**config.mk**
```make
export PLATFORM = sky130hd
export DESIGN_NAME = show_rect_draw_engine_flat
export DESIGN_NICKNAME = d
export VERILOG_FILES = /design/src/rtl/show_rect_draw_engine_pkg.sv /design/src/rtl/show_rect_draw_engine_if.sv /design/src/rtl/show_line_stepper.sv /design/src/rtl/show_rect_draw_engine.sv /design/src/flat_wrapper.sv
export SDC_FILE = /design/constraint.sdc
export NUM_CORES = 1
export LEC_CHECK = 0
export BUFFER_PORTS_ARGS = -buffer_cell sky130_fd_sc_hd__buf_2
export CAP_MARGIN = 15
export CORE_MARGIN = 3
export CORE_UTILIZATION = 45
export DETAILED_ROUTE_END_ITERATION = 12
export GPL_TIMING_DRIVEN = 0
export MAX_ROUTING_LAYER = met4
export PLACE_DENSITY = 0.69
export SETUP_SLACK_MARGIN = 0.2
export SYNTH_ARGS = -nofsm -noshare
export SYNTH_HDL_FRONTEND = slang
export SYNTH_SLANG_ARGS = --single-unit
```
**constraint.sdc**
```tcl
create_clock -name sys_clk -period 2.89 [get_ports sys_clk]
set_clock_uncertainty 0.15 [all_clocks]
set_input_delay 0.578 -clock sys_clk [delete_from_list [all_inputs] [get_ports sys_clk]]
set_output_delay 0.578 -clock sys_clk [all_outputs]
set_load 0.1 [all_outputs]
```
**src/rtl/show_rect_draw_engine_pkg.sv**
```systemverilog
// show_rect_draw_engine_pkg: shared overlay types, state encoding and colour constants.
package show_rect_draw_engine_pkg;
   localparam int L_W = 8;
   localparam logic [L_W-1:0] X_MAX_DEF = 8'd255;
   localparam logic [L_W-1:0] Y_MAX_DEF = 8'd255;
   localparam logic [2:0] CLR_COLOR    = 3'b000;
   localparam logic [2:0] COLOR_GREEN  = 3'b010;
   localparam logic [2:0] COLOR_YELLOW = 3'b011;
   localparam logic [2:0] S_IDLE  = 3'd0;
   localparam logic [2:0] S_TOP   = 3'd1;
   localparam logic [2:0] S_BOT   = 3'd2;
   localparam logic [2:0] S_LEFT  = 3'd3;
   localparam logic [2:0] S_RIGHT = 3'd4;
   localparam logic [2:0] S_CLR   = 3'd5;
   localparam logic [2:0] S_DONE  = 3'd6;
   typedef enum logic {AX_X, AX_Y} axis_e;
   typedef struct packed {
      logic [L_W-1:0] first;
      logic [L_W-1:0] last;
      logic [L_W-1:0] fix;
      axis_e          axis;
   } line_t;
   function automatic logic [L_W-1:0] clamp(input logic [L_W-1:0] v, input logic [L_W-1:0] m);
      return v > m ? m : v;
   endfunction
endpackage

```
**src/rtl/show_rect_draw_engine_if.sv**
```systemverilog
// show_rect_draw_engine_if: command inputs and RAM write port of the overlay draw engine.
interface show_rect_draw_engine_if;
   import show_rect_draw_engine_pkg::*;
   logic           i_rect_start;
   logic [L_W-1:0] i_x1;
   logic [L_W-1:0] i_y1;
   logic [L_W-1:0] i_x2;
   logic [L_W-1:0] i_y2;
   logic [2:0]     i_color;
   logic           i_clr_start;
   logic [L_W-1:0] i_ys;
   logic [L_W-1:0] i_ye;
   logic           i_bank;
   logic           o_wr_en;
   logic [2*L_W:0] o_wr_addr;
   logic [2:0]     o_wr_data;
   logic           o_busy;
   logic           o_done;
   logic           o_drop;
   modport master (
      output i_rect_start, i_x1, i_y1, i_x2, i_y2, i_color, i_clr_start, i_ys, i_ye, i_bank,
      input  o_wr_en, o_wr_addr, o_wr_data, o_busy, o_done, o_drop
   );
   modport slave (
      input  i_rect_start, i_x1, i_y1, i_x2, i_y2, i_color, i_clr_start, i_ys, i_ye, i_bank,
      output o_wr_en, o_wr_addr, o_wr_data, o_busy, o_done, o_drop
   );
endinterface

```
**src/rtl/show_line_stepper.sv**
```systemverilog
// show_line_stepper: walks one coordinate from first to last along an axis, the other held fixed.
module show_line_stepper
   import show_rect_draw_engine_pkg::*;
(
   input  logic           clk,
   input  logic           rst,
   input  logic           load_i,
   input  logic           step_i,
   input  line_t          line_i,
   output logic [L_W-1:0] x_o,
   output logic [L_W-1:0] y_o,
   output logic           last_o
);
   logic [L_W:0]   cur_q, cur_d;
   logic [L_W-1:0] end_q, end_d, fix_q, fix_d;
   axis_e          axis_q, axis_d;
   always_comb begin
      cur_d  = load_i ? {1'b0, line_i.first} : step_i ? cur_q + 1'b1 : cur_q;
      end_d  = load_i ? line_i.last : end_q;
      fix_d  = load_i ? line_i.fix : fix_q;
      axis_d = load_i ? line_i.axis : axis_q;
   end
   always_ff @(posedge clk) begin
      if (rst) begin
         cur_q  <= '0;
         end_q  <= '0;
         fix_q  <= '0;
         axis_q <= AX_X;
      end else begin
         cur_q  <= cur_d;
         end_q  <= end_d;
         fix_q  <= fix_d;
         axis_q <= axis_d;
      end
   end
   // one extra counter bit keeps an end of X_MAX from wrapping back to zero
   assign last_o = cur_q == {1'b0, end_q};
   assign x_o    = axis_q == AX_Y ? fix_q : cur_q[L_W-1:0];
   assign y_o    = axis_q == AX_Y ? cur_q[L_W-1:0] : fix_q;
endmodule

```
**src/rtl/show_rect_draw_engine.sv**
```systemverilog
// show_rect_draw_engine: rasterises rectangle outlines and row clears into one overlay RAM write per clock.
module show_rect_draw_engine
   import show_rect_draw_engine_pkg::*;
#(
   parameter logic [L_W-1:0] X_MAX = X_MAX_DEF,
   parameter logic [L_W-1:0] Y_MAX = Y_MAX_DEF
) (
   input  logic                    sys_clk,
   input  logic                    sys_rst,
   show_rect_draw_engine_if.slave  bus
);
   logic [2:0]     state_q, state_d;
   logic [L_W-1:0] x_lo_q, x_lo_d, x_hi_q, x_hi_d, y_lo_q, y_lo_d, y_hi_q, y_hi_d;
   logic [2:0]     color_q, color_d;
   logic           bank_q, bank_d;
   logic [L_W-1:0] cx1, cx2, cy1, cy2, cys, cye;
   logic [L_W-1:0] a_xlo, a_xhi, a_ylo, a_yhi, c_ylo, c_yhi;
   logic           idle, clr_go, rect_go, ld, stp, wr, drop, tall;
   line_t          ln;
   logic [L_W-1:0] sx, sy;
   logic           last;
   show_line_stepper u_step (
      .clk   (sys_clk),
      .rst   (sys_rst),
      .load_i(ld),
      .step_i(stp),
      .line_i(ln),
      .x_o   (sx),
      .y_o   (sy),
      .last_o(last)
   );
   always_comb begin
      cx1     = clamp(bus.i_x1, X_MAX);
      cx2     = clamp(bus.i_x2, X_MAX);
      cy1     = clamp(bus.i_y1, Y_MAX);
      cy2     = clamp(bus.i_y2, Y_MAX);
      cys     = clamp(bus.i_ys, Y_MAX);
      cye     = clamp(bus.i_ye, Y_MAX);
      a_xlo   = cx1 < cx2 ? cx1 : cx2;
      a_xhi   = cx1 < cx2 ? cx2 : cx1;
      a_ylo   = cy1 < cy2 ? cy1 : cy2;
      a_yhi   = cy1 < cy2 ? cy2 : cy1;
      c_ylo   = cys < cye ? cys : cye;
      c_yhi   = cys < cye ? cye : cys;
      idle    = state_q == S_IDLE;
      clr_go  = idle & bus.i_clr_start;
      rect_go = idle & bus.i_rect_start & ~bus.i_clr_start;
      drop    = (~idle & (bus.i_rect_start | bus.i_clr_start)) | (idle & bus.i_rect_start & bus.i_clr_start);
      tall    = (y_hi_q - y_lo_q) >= L_W'(2);
   end
   always_comb begin
      state_d = state_q;
      x_lo_d  = x_lo_q;
      x_hi_d  = x_hi_q;
      y_lo_d  = y_lo_q;
      y_hi_d  = y_hi_q;
      color_d = color_q;
      bank_d  = bank_q;
      ld      = 1'b0;
      stp     = 1'b0;
      wr      = 1'b0;
      ln      = '0;
      if (clr_go) begin
         state_d = S_CLR;
         y_lo_d  = c_ylo;
         y_hi_d  = c_yhi;
         color_d = CLR_COLOR;
         bank_d  = bus.i_bank;
         ld      = 1'b1;
         ln      = '{'0, X_MAX, c_ylo, AX_X};
      end else if (rect_go) begin
         state_d = S_TOP;
         x_lo_d  = a_xlo;
         x_hi_d  = a_xhi;
         y_lo_d  = a_ylo;
         y_hi_d  = a_yhi;
         color_d = bus.i_color;
         bank_d  = bus.i_bank;
         ld      = 1'b1;
         ln      = '{a_xlo, a_xhi, a_ylo, AX_X};
      end else if (state_q == S_DONE || state_q > S_DONE) begin
         state_d = S_IDLE;
      end else if (!idle) begin
         wr  = 1'b1;
         stp = ~last;
         // on the last pixel of an edge, load the next non-empty edge so there is no gap cycle
         if (last) begin
            case (state_q)
               S_TOP: begin
                  state_d = y_lo_q != y_hi_q ? S_BOT : S_DONE;
                  ld      = y_lo_q != y_hi_q;
                  ln      = '{x_lo_q, x_hi_q, y_hi_q, AX_X};
               end
               S_BOT: begin
                  state_d = tall ? S_LEFT : S_DONE;
                  ld      = tall;
                  if (tall) ln = '{y_lo_q + 1'b1, y_hi_q - 1'b1, x_lo_q, AX_Y};
               end
               S_LEFT: begin
                  state_d = x_lo_q != x_hi_q ? S_RIGHT : S_DONE;
                  ld      = x_lo_q != x_hi_q;
                  ln      = '{y_lo_q + 1'b1, y_hi_q - 1'b1, x_hi_q, AX_Y};
               end
               S_CLR: begin
                  state_d = sy == y_hi_q ? S_DONE : S_CLR;
                  ld      = sy != y_hi_q;
                  if (sy != y_hi_q) ln = '{'0, X_MAX, sy + 1'b1, AX_X};
               end
               default: state_d = S_DONE;
            endcase
         end
      end
   end
   always_ff @(posedge sys_clk) begin
      if (sys_rst) begin
         state_q       <= S_IDLE;
         x_lo_q        <= '0;
         x_hi_q        <= '0;
         y_lo_q        <= '0;
         y_hi_q        <= '0;
         color_q       <= '0;
         bank_q        <= 1'b0;
         bus.o_wr_en   <= 1'b0;
         bus.o_wr_addr <= '0;
         bus.o_wr_data <= '0;
         bus.o_busy    <= 1'b0;
         bus.o_done    <= 1'b0;
         bus.o_drop    <= 1'b0;
      end else begin
         state_q     <= state_d;
         x_lo_q      <= x_lo_d;
         x_hi_q      <= x_hi_d;
         y_lo_q      <= y_lo_d;
         y_hi_q      <= y_hi_d;
         color_q     <= color_d;
         bank_q      <= bank_d;
         bus.o_wr_en <= wr;
         if (wr) begin
            bus.o_wr_addr <= {bank_q, sy, sx};
            bus.o_wr_data <= color_q;
         end
         bus.o_busy <= ~idle;
         bus.o_done <= state_q == S_DONE;
         bus.o_drop <= drop;
      end
   end
endmodule

```
**src/flat_wrapper.sv**
```systemverilog
// flat-port wrapper written by rule: the top's interface ports become plain ports
module show_rect_draw_engine_flat import show_rect_draw_engine_pkg::*;
#(
   parameter logic [L_W-1:0] X_MAX = X_MAX_DEF,
   parameter logic [L_W-1:0] Y_MAX = Y_MAX_DEF
)
  (sys_clk, sys_rst, bus_i_rect_start, bus_i_x1, bus_i_y1, bus_i_x2, bus_i_y2, bus_i_color, bus_i_clr_start, bus_i_ys, bus_i_ye, bus_i_bank, bus_o_wr_en, bus_o_wr_addr, bus_o_wr_data, bus_o_busy, bus_o_done, bus_o_drop);
  show_rect_draw_engine_if bus_i ();
  input  logic sys_clk;
  input  logic sys_rst;
  input wire logic [$bits(bus_i.i_rect_start)-1:0] bus_i_rect_start;
  input wire logic [$bits(bus_i.i_x1)-1:0] bus_i_x1;
  input wire logic [$bits(bus_i.i_y1)-1:0] bus_i_y1;
  input wire logic [$bits(bus_i.i_x2)-1:0] bus_i_x2;
  input wire logic [$bits(bus_i.i_y2)-1:0] bus_i_y2;
  input wire logic [$bits(bus_i.i_color)-1:0] bus_i_color;
  input wire logic [$bits(bus_i.i_clr_start)-1:0] bus_i_clr_start;
  input wire logic [$bits(bus_i.i_ys)-1:0] bus_i_ys;
  input wire logic [$bits(bus_i.i_ye)-1:0] bus_i_ye;
  input wire logic [$bits(bus_i.i_bank)-1:0] bus_i_bank;
  output wire logic [$bits(bus_i.o_wr_en)-1:0] bus_o_wr_en;
  output wire logic [$bits(bus_i.o_wr_addr)-1:0] bus_o_wr_addr;
  output wire logic [$bits(bus_i.o_wr_data)-1:0] bus_o_wr_data;
  output wire logic [$bits(bus_i.o_busy)-1:0] bus_o_busy;
  output wire logic [$bits(bus_i.o_done)-1:0] bus_o_done;
  output wire logic [$bits(bus_i.o_drop)-1:0] bus_o_drop;
  assign bus_i.i_rect_start = bus_i_rect_start;
  assign bus_i.i_x1 = bus_i_x1;
  assign bus_i.i_y1 = bus_i_y1;
  assign bus_i.i_x2 = bus_i_x2;
  assign bus_i.i_y2 = bus_i_y2;
  assign bus_i.i_color = bus_i_color;
  assign bus_i.i_clr_start = bus_i_clr_start;
  assign bus_i.i_ys = bus_i_ys;
  assign bus_i.i_ye = bus_i_ye;
  assign bus_i.i_bank = bus_i_bank;
  assign bus_o_wr_en = bus_i.o_wr_en;
  assign bus_o_wr_addr = bus_i.o_wr_addr;
  assign bus_o_wr_data = bus_i.o_wr_data;
  assign bus_o_busy = bus_i.o_busy;
  assign bus_o_done = bus_i.o_done;
  assign bus_o_drop = bus_i.o_drop;
  show_rect_draw_engine #(.X_MAX(X_MAX), .Y_MAX(Y_MAX)) u_core (.sys_clk(sys_clk), .sys_rst(sys_rst), .bus(bus_i));
endmodule
```
* Yosys cells after proc, flatten, opt, wreduce, memory -nomap -nowiden
Cells that the tools add are included.
Operators by class: $add $sub $neg 5, shift-type cells 0, divide/modulo/power cells 0, equality and inequality tests 11, reduce and logical (&&, ||, !) cells 11, order comparisons 11, multiplexer cells 54, bitwise gates (word level) 11, multiply operators 0
Operators by type and width (number):
- $mux W8 | 20
- $mux W25 | 6
- $pmux W25 S4 | 1
- $gt A8 B8 Y1 const B | 6
- $lt A8 B8 Y1 | 3
- $ne A8 B8 Y1 | 3
- $mux W3 | 7
- $mux W17 | 1
- $add A8 B1 Y8 const B | 2
- $mux W1 | 15
- $pmux W3 S4 | 1
- $add A9 B1 Y9 const B | 1
- $eq A9 B8 Y1 | 1
- $eq A8 B8 Y1 | 1
- $ge A8 B2 Y1 const B | 1
- $sub A8 B1 Y8 const B | 1
- $sub A8 B8 Y8 | 1
- $eq A3 B2 Y1 const B | 2
- $eq A3 B3 Y1 const B | 2
- $reduce_and A2 Y1 | 3
- $and A1 B1 Y1 | 5
- $mux W2 | 2
- $ne A4 B4 Y1 const B | 1
- $not A1 Y1 | 4
- other kinds (10) | 13
Word-level totals: register bits 89, memories kept 0, input port bits 56, bits in latches 0, RAM bits 0, output and inout bits 24, memory bits (read-only) 0, word-level logic and storage cells 122

* Depth between registers and ports, before layout
Gate-level depths: netlist (run 1).
depth after elaboration 10, mapped depth 14, gate-level depth less buffers 12

* Modules after synthesis
From an unflattened synthesis (run 1), not the netlist that was laid out.
Unflattened totals: cell total of the unflattened synthesis 825, area total of the unflattened synthesis 6449.9 µm²
By module, submodules not included:
- show_rect_draw_engine | cells an instance 680, area each 5088.6 µm², instances 1
- show_line_stepper | cells an instance 145, area each 1361.3 µm², instances 1

* Worst setup path before layout (run 1)
OpenSTA, ideal clock, no wires.
path kind input -> register, start input bus_i_y2[5], end register u_core.y_hi_q[1], data required time 2.612 ns, buffers on the path 2, stages on the path 12, slack -0.150 ns, arrival 2.763 ns, cells stage by stage inv_1 > ha_1 > a2111oi_0 > nor2b_1 > o21ai_0 > o211ai_1 > buf_1 > buf_2 > mux2i_1 > o22ai_1 > a21oi_1 > nor2_1
On the way: longest elaborated chain between the ends 6
Ends and longest elaborated chain:
- from (decl) | RTL line flat_wrapper.sv:15 | input wire logic [$bits(bus_i.i_y2)-1:0] bus_i_y2;
- $gt A8 B8 Y1 | RTL line show_rect_draw_engine_pkg.sv:24 | return v > m ? m : v;
- $mux W8 * | RTL line show_rect_draw_engine_pkg.sv:24
- $lt A8 B8 Y1 | RTL line show_rect_draw_engine.sv:42 | a_yhi = cy1 < cy2 ? cy2 : cy1;
- $mux W8 * | RTL line show_rect_draw_engine.sv:42
- $mux W8 * | RTL line show_rect_draw_engine.sv:71 | end else if (rect_go) begin
- $mux W8 * | RTL line show_rect_draw_engine.sv:63 | if (clr_go) begin
- to (signal assigned) | RTL line show_rect_draw_engine.sv:134 | y_hi_q <= y_hi_d;
- to (decl) | RTL line show_rect_draw_engine.sv:13 | logic [L_W-1:0] x_lo_q, x_lo_d, x_hi_q, x_hi_d, y_lo_q, y_lo_d, y_hi_q, y_hi_d;
Every way passes the cells marked *; elsewhere a longest branch is shown, timed or not. The select of a mux whose other input is x is not followed. A chain may end at the register's enable or synchronous reset.

* Worst setup path after layout (run 1)
start register u_core.y_hi_q[1], end register u_core.u_step.end_q[6]
On the way: longest elaborated chain between the ends 9, elaborated cells on any way between the ends 19, those cells by class add/sub: 2; order compare: 1; eq/ne: 2; mux: 14
Ends and longest elaborated chain:
- $sub A8 B8 Y8 | RTL line show_rect_draw_engine.sv:49 | tall = (y_hi_q - y_lo_q) >= L_W'(2);
- $ge A8 B2 Y1 | RTL line show_rect_draw_engine.sv:49
- $mux W25 | RTL line show_rect_draw_engine.sv:97 | if (tall) ln = '{y_lo_q + 1'b1, y_hi_q - 1'b1, x_lo_q, AX_Y};
- $pmux W25 S4 | RTL line show_rect_draw_engine.sv:88 | case (state_q)
- $mux W25 | RTL line show_rect_draw_engine.sv:87 | if (last) begin
- $mux W25 | RTL line show_rect_draw_engine.sv:83 | end else if (!idle) begin
- $mux W25 | RTL line show_rect_draw_engine.sv:81 | end else if (state_q == S_DONE || state_q > S_DONE) begin
- $mux W25 | RTL line show_rect_draw_engine.sv:71
- $mux W25 | RTL line show_rect_draw_engine.sv:63
- to (signal assigned) | RTL line show_line_stepper.sv:31 | end_q <= end_d;
- to (decl) | RTL line show_line_stepper.sv:15 | logic [L_W-1:0] end_q, end_d, fix_q, fix_d;
Several ways; a longest one is shown, not always the timed one.

==> impl_summary.txt, run 1 <==
----------------------------------------------------
[Cells and area]
  Fin nets ... roughly 1,000
  Antenna diode count ... 0
  Final core occ ... 0.633
  Most frequent cells in the layout ... 97 x nor2_1, 78 x buf_2, 77 x dfxtp_1, 57 x nand2_1, 51 x a21oi_1
  Layout cell share with drive strength beyond 1 ... 0.318
  Leading cell type in the layout, fill and taps excluded ... nor2_1
  Final design instance area without fill ... 8490 sq um
  Non-filler instance count after layout ... 1,108
  Area growth from synthesis to layout ... 35.8%

[Timing]
  Highest clock rate ... 0.326 GHz
  Minimum clock period ... 3.07 ns
  Transition time at the pin with the least slew margin ... about 0.83 ns
  Total Negative Setup Slacks ... -2.63 ns
  RSZ-0062 raised after global routing ... true
  Final Cycle Share ... 1.06
  Final setup vio count ... 25
  Total count of hold-check failures in the final report ... 0
  Max-slew violation total from the final report ... 0
  Worst slew margin relative to its limit ... 0.446
  Final WS setup ... -0.177 ns

[Logic synthesis]
  Most instantiated flip-flop cell in the synthesis netlist ... dfxtp_1
  Syn_nets ... a little under 900
  Number of flops mapped to enable cells by yosys ... 0
  Synth Cell Area ... ~6200 sq um
  Synthesized instance count ... ~800
  Dominant cell type by area after synthesis ... dfxtp_1
  Register area share after synthesis ... 0.285
  Share of async-settable or async-resettable flops after synthesis ... 0
  Number of library cell types mapped by synthesis ... 63
  Total of flip-flops plus latches after synthesis ... 89
  Area share of the largest cell type after synthesis ... 0.285
  Synth area leaders ... dfxtp_1 29%, mux2i_1 9.0%, ha_1 6.6%, nor2_1 6.1%, a211oi_1 5.4%
  Yosys Warn Count ... 0
  Average cell area after synthesis ... between 7 and 8 sq um

[Critical path]
  Critical Path Sink Type ... flop
  Peak per-stage delay on the critical path ... between 0.4 and 0.5 ns
  Highest-delay cell along the critical path ... dfxtp_4
  Critical Path Fanout Max ... 7
  Endpoint arrival time on the critical path ... 3.12 ns
  Type of origin of the critical path ... flop
  Required time worst endpoint ... 2.95 ns
  Sequence of cells on the critical path ... ha_4, nand3b_1, buf_4, a21oi_4, o31a_1, o211ai_1, nand2_2, a21o_1, buf_6, a221oi_1, nor3_1
  WS Path Type ... flop to flop

[Floorplan]
  Chip height ... about 120 microns
  Die footprint ... 15,300 sq um
  Number of ports placed on the die boundary ... 80
  Total number of placement rows ... 42
  Die Wd ... between 100 and 150 microns
  Initial cell density of the core ... 0.466
  Core outline area ... between 10,000 and 15,000 sq um

[Drt]
  TritonRoute pass-1 iters ... 6
  Routed wire length per instance ... roughly 21 microns
  Number of remaining DRC errors ... 0
  Routed wire length ... 23,500 microns
  DRT antenna net count ... 0
  Count of vias placed by the detailed router ... 6,790
  Drt via density ... ~6
  Starting DRT DRC Count ... about 740

[Clock network]
  CTS Root Cell ... clkbuf_16
  Clock tree from TritonCTS ... yes
  Worst-skew pair later-pin latency ... approximately 0.35 ns
  Bufs on Longest Clock Path ... 2
  Reg clk slew, reported paths ... roughly 0.070 ns
  Max H-tree Level ... 3
  Clock Sink Count ... 89
  Number of buffers added by the clock tree synthesis step ... 9

[GRT]
  Total congestion overflow after global routing ... 0
  Via count of the first global-routing pass ... 6,035
  Maximum number of pins on one net before global-route repair ... 16
  Global-route wire length before repair ... between 30,000 and 40,000 microns
  Antenna violations before repair ... 0
  GR Util All Layers ... 0.301

[Power and ir drop]
  Part of the power in combinational logic ... 0.631
  Total leakage power ... ~3.4 nW
  Total net switching power ... 4.49 mW
  Power Density ... approximately 1000 nW/um^2
  Cell-internal power ... 4.30 mW
  Worst supply voltage drop on vdd ... between 0.0003 and 0.0004 V
  Clock power frac ... 0.140
  Sequential share of power ... 0.229
  Switching power as a share of total power ... 0.511

[Run status]
  Failing checks ... setup timing
  Run status ... complete, but fails checks

[Placed design]
  Post-place instance area ... approximately 6900 sq um
  DPL Wire Length ... approximately 17,000 microns
  Cell count after placement ... approximately 1,100
  Number of input and output port buffers inserted ... a little under 80
  RePlAce Congestion ... around 1.1

[Flow run]
  Maxcap violations ... 0

[Worst hold path]
  Path category of the worst min-delay check ... flop to flop

----------------------------------------------------
==> through the flow <==
step                      setup WS [ns]  total power [mW]  hold slack (ns)
final                            -0.177              8.79            0.309
after detailed placement         -0.920              6.33            0.294
after floorplan                  0.0754              5.20            0.281
after CTS                        -0.131              8.15            0.307
after global routing             -0.269              9.24            0.318
after global placement           -0.911              6.29            0.294
==> power by group through the flow <==
stage               Sequential, mW  Clock (mW)  Combinational [mW]
finish                        2.01        1.23                5.55
global route                  2.05        1.29                5.90
CTS                           1.98        1.23                4.94
detailed placement            1.98           0                4.35
global placement              1.97           0                4.32
floorplan                     2.59           0                2.62
==> timing repair <==
item / in CTS / in global routing
hold endpoints to repair: 0 / 0
gates resized for setup: 99 / 97
setup buffers: 20 / 17
pin swaps: 25 / 29
endpoints found under the setup margin: 49 / 64
cloned: 0 / 3
hold buffers: 0 / 0
==> final timing paths <==
check | slack [ns] | start | depth (start not counted) | to
min | 0.31 | u_core.bus.o_wr_addr[16] | 2 | u_core.bus.o_wr_addr[16]
min reg2reg | 0.31 | u_core.bus.o_wr_addr[16] | 2 | u_core.bus.o_wr_addr[16]
max reg2reg | -0.18 | u_core.y_hi_q[1] | 11 | u_core.u_step.end_q[6]
max | -0.18 | u_core.y_hi_q[1] | 11 | u_core.u_step.end_q[6]
==> Yosys cell counts (all sizes together), types with 3 or more instances <==
library cell,instances
a311oi,3
or3,4
a221oi,6
nor3,33
mux2i,63
a21oi,65
nand4,4
xor2,17
nand3,19
and2,4
a22oi,4
a222oi,3
a2111oi,7
ha,33
dfxtp,89
o211ai,3
clkbuf,40
a21o,4
nor2,101
o21a,4
a31oi,3
o22ai,22
nor2b,4
nand2b,5
o21ai,22
nor4,6
nand2,62
inv,43
xnor2,29
buf,16
a211oi,46
==> final cells by class <==
type,count,area [sq um]
buffer,56,328
clock buffer,11,243
clock inverter,5,62.6
fill,1192,4910
inverter,43,171
multi-input combinational,609,4840
sequential,89,1810
tap,176,220
timing repair buffer,119,811
==> sequential cells by signal (all words and copies together), names as in the netlist <==
register / flops
u_core.bus.o_wr_addr: 17
u_core.u_step.cur_q: 9
u_core.u_step.end_q: 8
u_core.u_step.fix_q: 8
u_core.x_hi_q: 8
u_core.x_lo_q: 8
u_core.y_hi_q: 8
u_core.y_lo_q: 8
u_core.bus.o_wr_data: 3
u_core.color_q: 3
u_core.state_q: 3
u_core.bank_q: 1
u_core.bus.o_busy: 1
u_core.bus.o_done: 1
u_core.bus.o_drop: 1
u_core.bus.o_wr_en: 1
u_core.u_step.axis_q: 1
==> worst max-delay path: cells and delay by family (launching register included) <==
family / cells / cell delay [ns]
and+or+nand+nor: 3 / 0.43
adders and majority gates: 1 / 0.23
DFF: 1 / 0.45
AOI/OAI and AO/OA: 5 / 1.37
buffers and inverters: 2 / 0.30
==> routing by layer <==
layer | share of wire | up-vias | global-route usage | wire, microns
li1 | - | 3145 | - | -
met1 | 0.42 | 3191 | 0.413 | 9950
met2 | 0.45 | 388 | 0.447 | 10600
met3 | 0.097 | 66 | 0.0536 | 2280
met4 | 0.027 | 0 | 0.105 | 641
met5 | 0 | - | - | 0
==> logic make-up after synthesis <==
family	Yosys count	synth area share
mux	64	0.110
buf+inv	99	0.0633
flops	89	0.285
compound gates	213	0.227
simple gates	252	0.181
fa+ha+maj	34	0.0693
xor+xnor	46	0.0645
(Power assumes the default switching activity.)
==> run 2, diff against run 1 <==
SKIP_CTS_REPAIR_TIMING = 1   (was default)
==> impl_summary.txt, run 2 (synthesis results as in run 1) <==
----------------------------------------------------
[Timing]
  Final Cycle Share ... 1.09 (was 1.06)
  Final setup vio count ... 26 (was 25)
  Highest clock rate ... 0.317 GHz (was 0.326 GHz)
  WHS ... 0.308 ns (was 0.309 ns)
  Total Negative Setup Slacks ... -4.68 ns (was -2.63 ns)
  Worst slew margin relative to its limit ... 0.482 (was 0.446)
  RSZ-0062 raised after global routing ... true (unchanged)
  Max-slew violation total from the final report ... 0 (unchanged)
  Total count of hold-check failures in the final report ... 0 (unchanged)
  Transition time at the pin with the least slew margin ... 0.776 ns (was 0.830 ns)
  Final WS setup ... -0.264 ns (was -0.177 ns)
  Minimum clock period ... 3.15 ns (was 3.07 ns)

[Cells and area]
  Area growth from synthesis to layout ... 30.8% (was 35.8%)
  Biggest register ... u_core.bus.o_wr_addr (unchanged)
  Leading cell type in the layout, fill and taps excluded ... nor2_1 (unchanged)
  Fin nets ... 1,008 (was 1,017)
  Number of flip-flops under the largest register name ... 17 (unchanged)
  Final design instance area without fill ... 8170 sq um (was 8490 sq um)
  Layout cell share with drive strength beyond 1 ... 0.282 (was 0.318)
  Non-filler instance count after layout ... 1,099 (was 1,108)
  Leading registers by flop count ... u_core.bus.o_wr_addr: 17 flops, u_core.u_step.cur_q: 9 flops (unchanged)
  Antenna diode count ... 0 (unchanged)
  Most frequent cells in the layout ... 97 x nor2_1, 78 x dfxtp_1, 77 x buf_2, 59 x nand2_1, 55 x a21oi_1 (was 97 x nor2_1, 78 x buf_2, 77 x dfxtp_1, 57 x nand2_1, 51 x a21oi_1)

[Drt]
  TritonRoute pass-1 iters ... 6 (unchanged)
  DRT antenna net count ... 0 (unchanged)
  Starting DRT DRC Count ... 752 (was 744)
  Routed wire length per instance ... 20.7 microns (was 21.2 microns)
  Routed wire length ... 22,800 microns (was 23,500 microns)
  Drt via density ... 6.04 (was 6.13)
  Count of vias placed by the detailed router ... 6,643 (was 6,790)
  Number of remaining DRC errors ... 0 (unchanged)

[Critical path]
  Endpoint arrival time on the critical path ... 3.22 ns (was 3.12 ns)
  Critical Path Sink Type ... flop (unchanged)
  Reg-to-reg slack, setup ... -0.26 ns (was -0.18 ns)
  Required time worst endpoint ... 2.95 ns (about the same)
  WS Path Type ... flop to flop (unchanged)
  Critical Path Fanout Max ... 6 (was 7)
  Type of origin of the critical path ... flop (unchanged)

[Floorplan]
  Die Wd ... 124 microns (unchanged)
  Core outline area ... 13,400 sq um (unchanged)
  Total number of placement rows ... 42 (unchanged)
  Initial cell density of the core ... 0.466 (unchanged)
  Chip height ... 124 microns (unchanged)
  Number of ports placed on the die boundary ... 80 (unchanged)
  Die footprint ... 15,300 sq um (unchanged)

[Clock network]
  Number of buffers added by the clock tree synthesis step ... 9 (unchanged)
  CTS Root Cell ... clkbuf_16 (unchanged)
  Max H-tree Level ... 3 (unchanged)
  Clock tree from TritonCTS ... yes (unchanged)
  Worst-skew pair later-pin latency ... 0.36 ns (was 0.35 ns)
  Clock Sink Count ... 89 (unchanged)
  Reg clk slew, reported paths ... 0.06 ns (was 0.07 ns)
  Bufs on Longest Clock Path ... 2 (unchanged)

[Placed design]
  Number of input and output port buffers inserted ... 78 (unchanged)
  Cell count after placement ... 1,052 (unchanged)
  DPL Wire Length ... 16,700 microns (unchanged)
  Post-place instance area ... 6950 sq um (unchanged)
  RePlAce Congestion ... 1.06 (unchanged)

[Power and ir drop]
  Power Density ... 1020 nW/um^2 (was 1040 nW/um^2)
  Total leakage power ... 3.30 nW (was 3.39 nW)
  Worst supply voltage drop on vdd ... 0.000378 V (was 0.000385 V)

[GRT]
  Maximum number of pins on one net before global-route repair ... 16 (unchanged)
  Antenna violations before repair ... 0 (unchanged)
  Global-route wire length before repair ... 32,700 microns (was 33,800 microns)
  Total congestion overflow after global routing ... 0 (unchanged)
  Via count of the first global-routing pass ... 5,775 (was 6,035)
  GR Util All Layers ... 0.292 (was 0.301)

[Flow run]
  Maxcap violations ... 0 (unchanged)

[Worst hold path]
  Path category of the worst min-delay check ... flop to flop (unchanged)

[Run status]
  Run status ... complete, but fails checks (unchanged)
  Failing checks ... setup timing (unchanged)

----------------------------------------------------
==> run 2: routing by layer <==
metal | wire (microns) | GRT usage | vias up
li1 | - | - | 3129
met1 | 9740 | 0.415 | 3121
met2 | 10200 | 0.424 | 339
met3 | 2080 | 0.0327 | 54
met4 | 702 | 0.109 | 0
met5 | 0 | - | -
==> run 2: per-stage QoR <==
stage          setup slack [ns]   util  total power [mW]
3_3_place_gp             -0.911  0.518              6.29
3_5_place_dp             -0.920  0.518              6.33
5_1_grt                  -0.369  0.610              8.80
4_1_cts                  -0.940  0.541              7.55
2_1_floorplan            0.0754      -              5.20
6_report                 -0.264  0.610              8.33
==> run 2: final timing paths <==
| check | from | end | cells after the start |
|---|---|---|---|
| worst max register to register | u_core.y_hi_q[3] | u_core.u_step.end_q[0] | 11 |
| worst min-delay path | u_core.color_q[1] | u_core.bus.o_wr_data[1] | 2 |
| worst min register to register | u_core.color_q[1] | u_core.bus.o_wr_data[1] | 2 |
| worst max-delay path | u_core.y_hi_q[3] | u_core.u_step.end_q[0] | 11 |
==> run 2: cell type report <==
| cell class | instances | area [sq um] |
|---|---|---|
| fill | 1255 | 5230 |
| buffer | 56 | 320 |
| sequential | 89 | 1810 |
| tap | 176 | 220 |
| clock inverter | 5 | 62.6 |
| inverter | 43 | 174 |
| clock buffer | 11 | 243 |
| timing repair buffer | 110 | 728 |
| multi-input combinational | 609 | 4610 |
==> run 2: worst max-delay path, stage by stage, from the launching register on <==
cell and delay [ns]:
dfxtp_2 0.47, ha_1 0.32, nand4_1 0.15, a21oi_2 0.05
o31a_1 0.31, o211ai_1 0.42, nand2_2 0.19, a21o_1 0.24
buf_6 0.15, buf_4 0.14, a221oi_4 0.34, nor3_2 0.08
==> run 2: power breakdown <==
group	internal, mW	switching (mW)	total, mW
combinational	1.78	3.33	5.11
clock	0.701	0.521	1.22
sequential	1.60	0.397	2.00
total	4.09	4.25	8.33
==> run 3, diff against run 2 <==
SETUP_SLACK_MARGIN = default   (was 0.2)
SKIP_CTS_REPAIR_TIMING = default   (was 1)
==> impl_summary.txt, run 3 (synthesis results as in run 1) <==
----------------------------------------------------
[Run status]
  Run status ... complete, but fails checks (unchanged)
  Failing checks ... setup timing (unchanged)

[Critical path]
  Critical Path Fanout Max ... 6 (unchanged)
  Critical Path Sink Type ... flop (unchanged)
  Highest-delay cell along the critical path ... a2111oi_4 (was dfxtp_2)
  Buf/Inv on CP ... 2 (unchanged)
  Endpoint arrival time on the critical path ... 3.07 ns (was 3.22 ns)
  Family with the most delay on the worst path ... compound AO/OA/AOI/OAI gates (unchanged)
  Peak per-stage delay on the critical path ... 0.38 ns (was 0.47 ns)
  Required time worst endpoint ... 2.96 ns (was 2.95 ns)
  Sequence of cells on the critical path ... inv_4, ha_4, nand3b_1, a221o_1, a2111oi_4, o211ai_1, nand2_2, buf_4, nor2_4, a2111oi_4, a211oi_1 (was ha_1, nand4_1, a21oi_2, o31a_1, o211ai_1, nand2_2, a21o_1, buf_6, buf_4, a221oi_4, nor3_2)
  RR Endpoint ... u_core.u_step.fix_q[0] (was u_core.u_step.end_q[0])
  Cell count of the worst reg-to-reg path ... 11 (unchanged)
  WS Path Type ... flop to flop (unchanged)
  CP dominant cell by count ... a2111oi_4
  Reg-to-reg slack, setup ... -0.12 ns (was -0.26 ns)
  Type of origin of the critical path ... flop (unchanged)
  Worst R2R Start ... u_core.y_lo_q[2] (was u_core.y_hi_q[3])

[Cells and area]
  Most frequent cells in the layout ... 95 x nor2_1, 79 x buf_2, 73 x dfxtp_1, 57 x nand2_1, 56 x a21oi_1 (was 97 x nor2_1, 78 x dfxtp_1, 77 x buf_2, 59 x nand2_1, 55 x a21oi_1)
  Number of flip-flops under the largest register name ... 17 (unchanged)
  Leading registers by flop count ... u_core.bus.o_wr_addr: 17 flops, u_core.u_step.cur_q: 9 flops (unchanged)
  Fin nets ... 1,001 (was 1,008)
  Biggest register ... u_core.bus.o_wr_addr (unchanged)
  Layout cell share with drive strength beyond 1 ... 0.290 (was 0.282)
  Antenna diode count ... 0 (unchanged)
  Leading cell type in the layout, fill and taps excluded ... nor2_1 (unchanged)
  Area growth from synthesis to layout ... 30.9% (was 30.8%)

[Drt]
  Count of vias placed by the detailed router ... 6,549 (was 6,643)
  Drt via density ... 6.00 (was 6.04)
  Routed wire length ... 22,700 microns (was 22,800 microns)
  Routed wire length per instance ... 20.8 microns (was 20.7 microns)
  Number of remaining DRC errors ... 0 (unchanged)
  Starting DRT DRC Count ... 707 (was 752)
  TritonRoute pass-1 iters ... 6 (unchanged)
  DRT antenna net count ... 0 (unchanged)

[Placed design]
  DPL Wire Length ... 16,500 microns (was 16,700 microns)
  Number of input and output port buffers inserted ... 78 (unchanged)
  RePlAce Congestion ... 1.04 (was 1.06)

[Clock network]
  Clock Sink Count ... 89 (unchanged)
  Clock tree from TritonCTS ... yes (unchanged)
  Reg clk slew, reported paths ... 0.07 ns (was 0.06 ns)
  CTS Root Cell ... clkbuf_16 (unchanged)
  Number of buffers added by the clock tree synthesis step ... 9 (unchanged)
  Worst-skew pair later-pin latency ... 0.35 ns (was 0.36 ns)
  Max H-tree Level ... 3 (unchanged)
  Bufs on Longest Clock Path ... 2 (unchanged)

[Floorplan]
  Chip height ... 124 microns (unchanged)
  Die footprint ... 15,300 sq um (unchanged)
  Die Wd ... 124 microns (unchanged)
  Initial cell density of the core ... 0.466 (unchanged)
  Core outline area ... 13,400 sq um (unchanged)
  Number of ports placed on the die boundary ... 80 (unchanged)
  Total number of placement rows ... 42 (unchanged)

[Power and ir drop]
  Total leakage power ... 3.27 nW (was 3.30 nW)
  Worst supply voltage drop on vdd ... 0.000378 V (about the same)
  Power after layout ... 8.54 mW (was 8.33 mW)
  Power Density ... 1040 nW/um^2 (was 1020 nW/um^2)

[GRT]
  Via count of the first global-routing pass ... 6,141 (was 5,775)
  GR Util All Layers ... 0.306 (was 0.292)
  Antenna violations before repair ... 0 (unchanged)
  Total congestion overflow after global routing ... 0 (unchanged)
  Maximum number of pins on one net before global-route repair ... 18 (was 16)
  Global-route wire length before repair ... 34,400 microns (was 32,700 microns)

[Timing]
  Final Cycle Share ... 1.04 (was 1.09)
  Transition time at the pin with the least slew margin ... 0.801 ns (was 0.776 ns)
  RSZ-0062 raised after global routing ... true (unchanged)
  Final WS setup ... -0.117 ns (was -0.264 ns)
  Total count of hold-check failures in the final report ... 0 (unchanged)
  Highest clock rate ... 0.333 GHz (was 0.317 GHz)
  Worst slew margin relative to its limit ... 0.466 (was 0.482)
  Minimum clock period ... 3.01 ns (was 3.15 ns)
  Total Negative Setup Slacks ... -1.16 ns (was -4.68 ns)
  Final setup vio count ... 23 (was 26)
  Max-slew violation total from the final report ... 0 (unchanged)

[Worst hold path]
  Hold Crit Start ... u_core.bus.o_wr_data[0] (was u_core.color_q[1])
  Hold-critical path depth ... 2 (unchanged)
  Endpoint of the worst hold-timing path ... u_core.bus.o_wr_data[0] (was u_core.bus.o_wr_data[1])
  Path category of the worst min-delay check ... flop to flop (unchanged)

[Flow run]
  Maxcap violations ... 0 (unchanged)

----------------------------------------------------
run 3: cell types whose count changed in the layout (fill, tap and decap cells not counted), moves of 5 or more:
cell | previous run | this run
o22ai_1 | 17 | 22
o22ai_2 | 5 | 0
a211oi_1 | 37 | 32
clkbuf_2 | 15 | 6
dfxtp_1 | 78 | 73
run 3: what timing repair did:
action / 4_1_cts / 5_1_grt
hold buffers: 0 / 0
buffers inserted: 23 / 6
gates resized for setup: 125 / 59
setup endpoints to repair: 38 / 56
cloned: 0 / 0
pin swaps: 24 / 18
run 3: metal layers:
metal | GRT usage | part of all wire | wire [microns] | vias to the layer above
li1 | - | - | - | 3113
met1 | 0.408 | 0.44 | 9920 | 3083
met2 | 0.439 | 0.43 | 9680 | 287
met3 | 0.0699 | 0.090 | 2050 | 66
met4 | 0.141 | 0.045 | 1020 | 0
met5 | - | 0 | 0 | -
run 3: final cells by class:
cell class	instances	area, sq um
Multi-Input combinational cell	609	4750
Timing Repair Buffer	108	631
Clock buffer	9	225
Tap cell	176	220
Sequential cell	89	1820
Buffer	51	272
Fill cell	1230	5220
Clock inverter	7	86.3
Inverter	43	169
run 3: stage by stage:
stage | setup slack [ns] | hold slack (ns) | utilization | cell area [sq um] | instances
5_1_grt | -0.217 | 0.321 | 0.610 | 8180 | 1092
6_report | -0.117 | 0.303 | 0.610 | 8180 | 1092
3_5_place_dp | -0.930 | 0.296 | 0.514 | 6880 | 1052
4_1_cts | -0.0954 | 0.306 | 0.588 | 7870 | 1087
3_3_place_gp | -0.920 | 0.293 | 0.513 | 6870 | 1051
2_1_floorplan | 0.0223 | 0.281 | - | 6260 | 797
run 3: how the worst max path moves through the flow:
| stage | endpoint | cells after the start | slack [ns] | from |
|---|---|---|---|---|
| after floorplan | u_core.u_step.cur_q[6] | 11 | 0.02 | u_core.y_lo_q[2] |
| after global placement | u_core.u_step.fix_q[0] | 12 | -0.92 | u_core.y_hi_q[0] |
| after detailed placement | u_core.u_step.fix_q[5] | 12 | -0.93 | u_core.y_hi_q[0] |
| after CTS | u_core.u_step.cur_q[6] | 13 | -0.1 | u_core.y_hi_q[0] |
| after global routing | u_core.u_step.fix_q[4] | 12 | -0.22 | u_core.y_lo_q[1] |
| final | u_core.u_step.fix_q[0] | 11 | -0.12 | u_core.y_lo_q[2] |
run 3: power breakdown:
group	leakage, nW	switching, mW	internal (mW)	total (mW)
registers	0.739	0.428	1.61	2.04
clock network	0.150	0.572	0.690	1.26
logic	2.38	3.41	1.83	5.24
run 3: worst min-delay path, delay by kind of cell, from the launching register on:
kind | cells | cell delay [ns]
DFF | 1 | 0.31
and+or+nand+nor | 1 | 0.05
AOI/OAI and AO/OA | 1 | 0.05
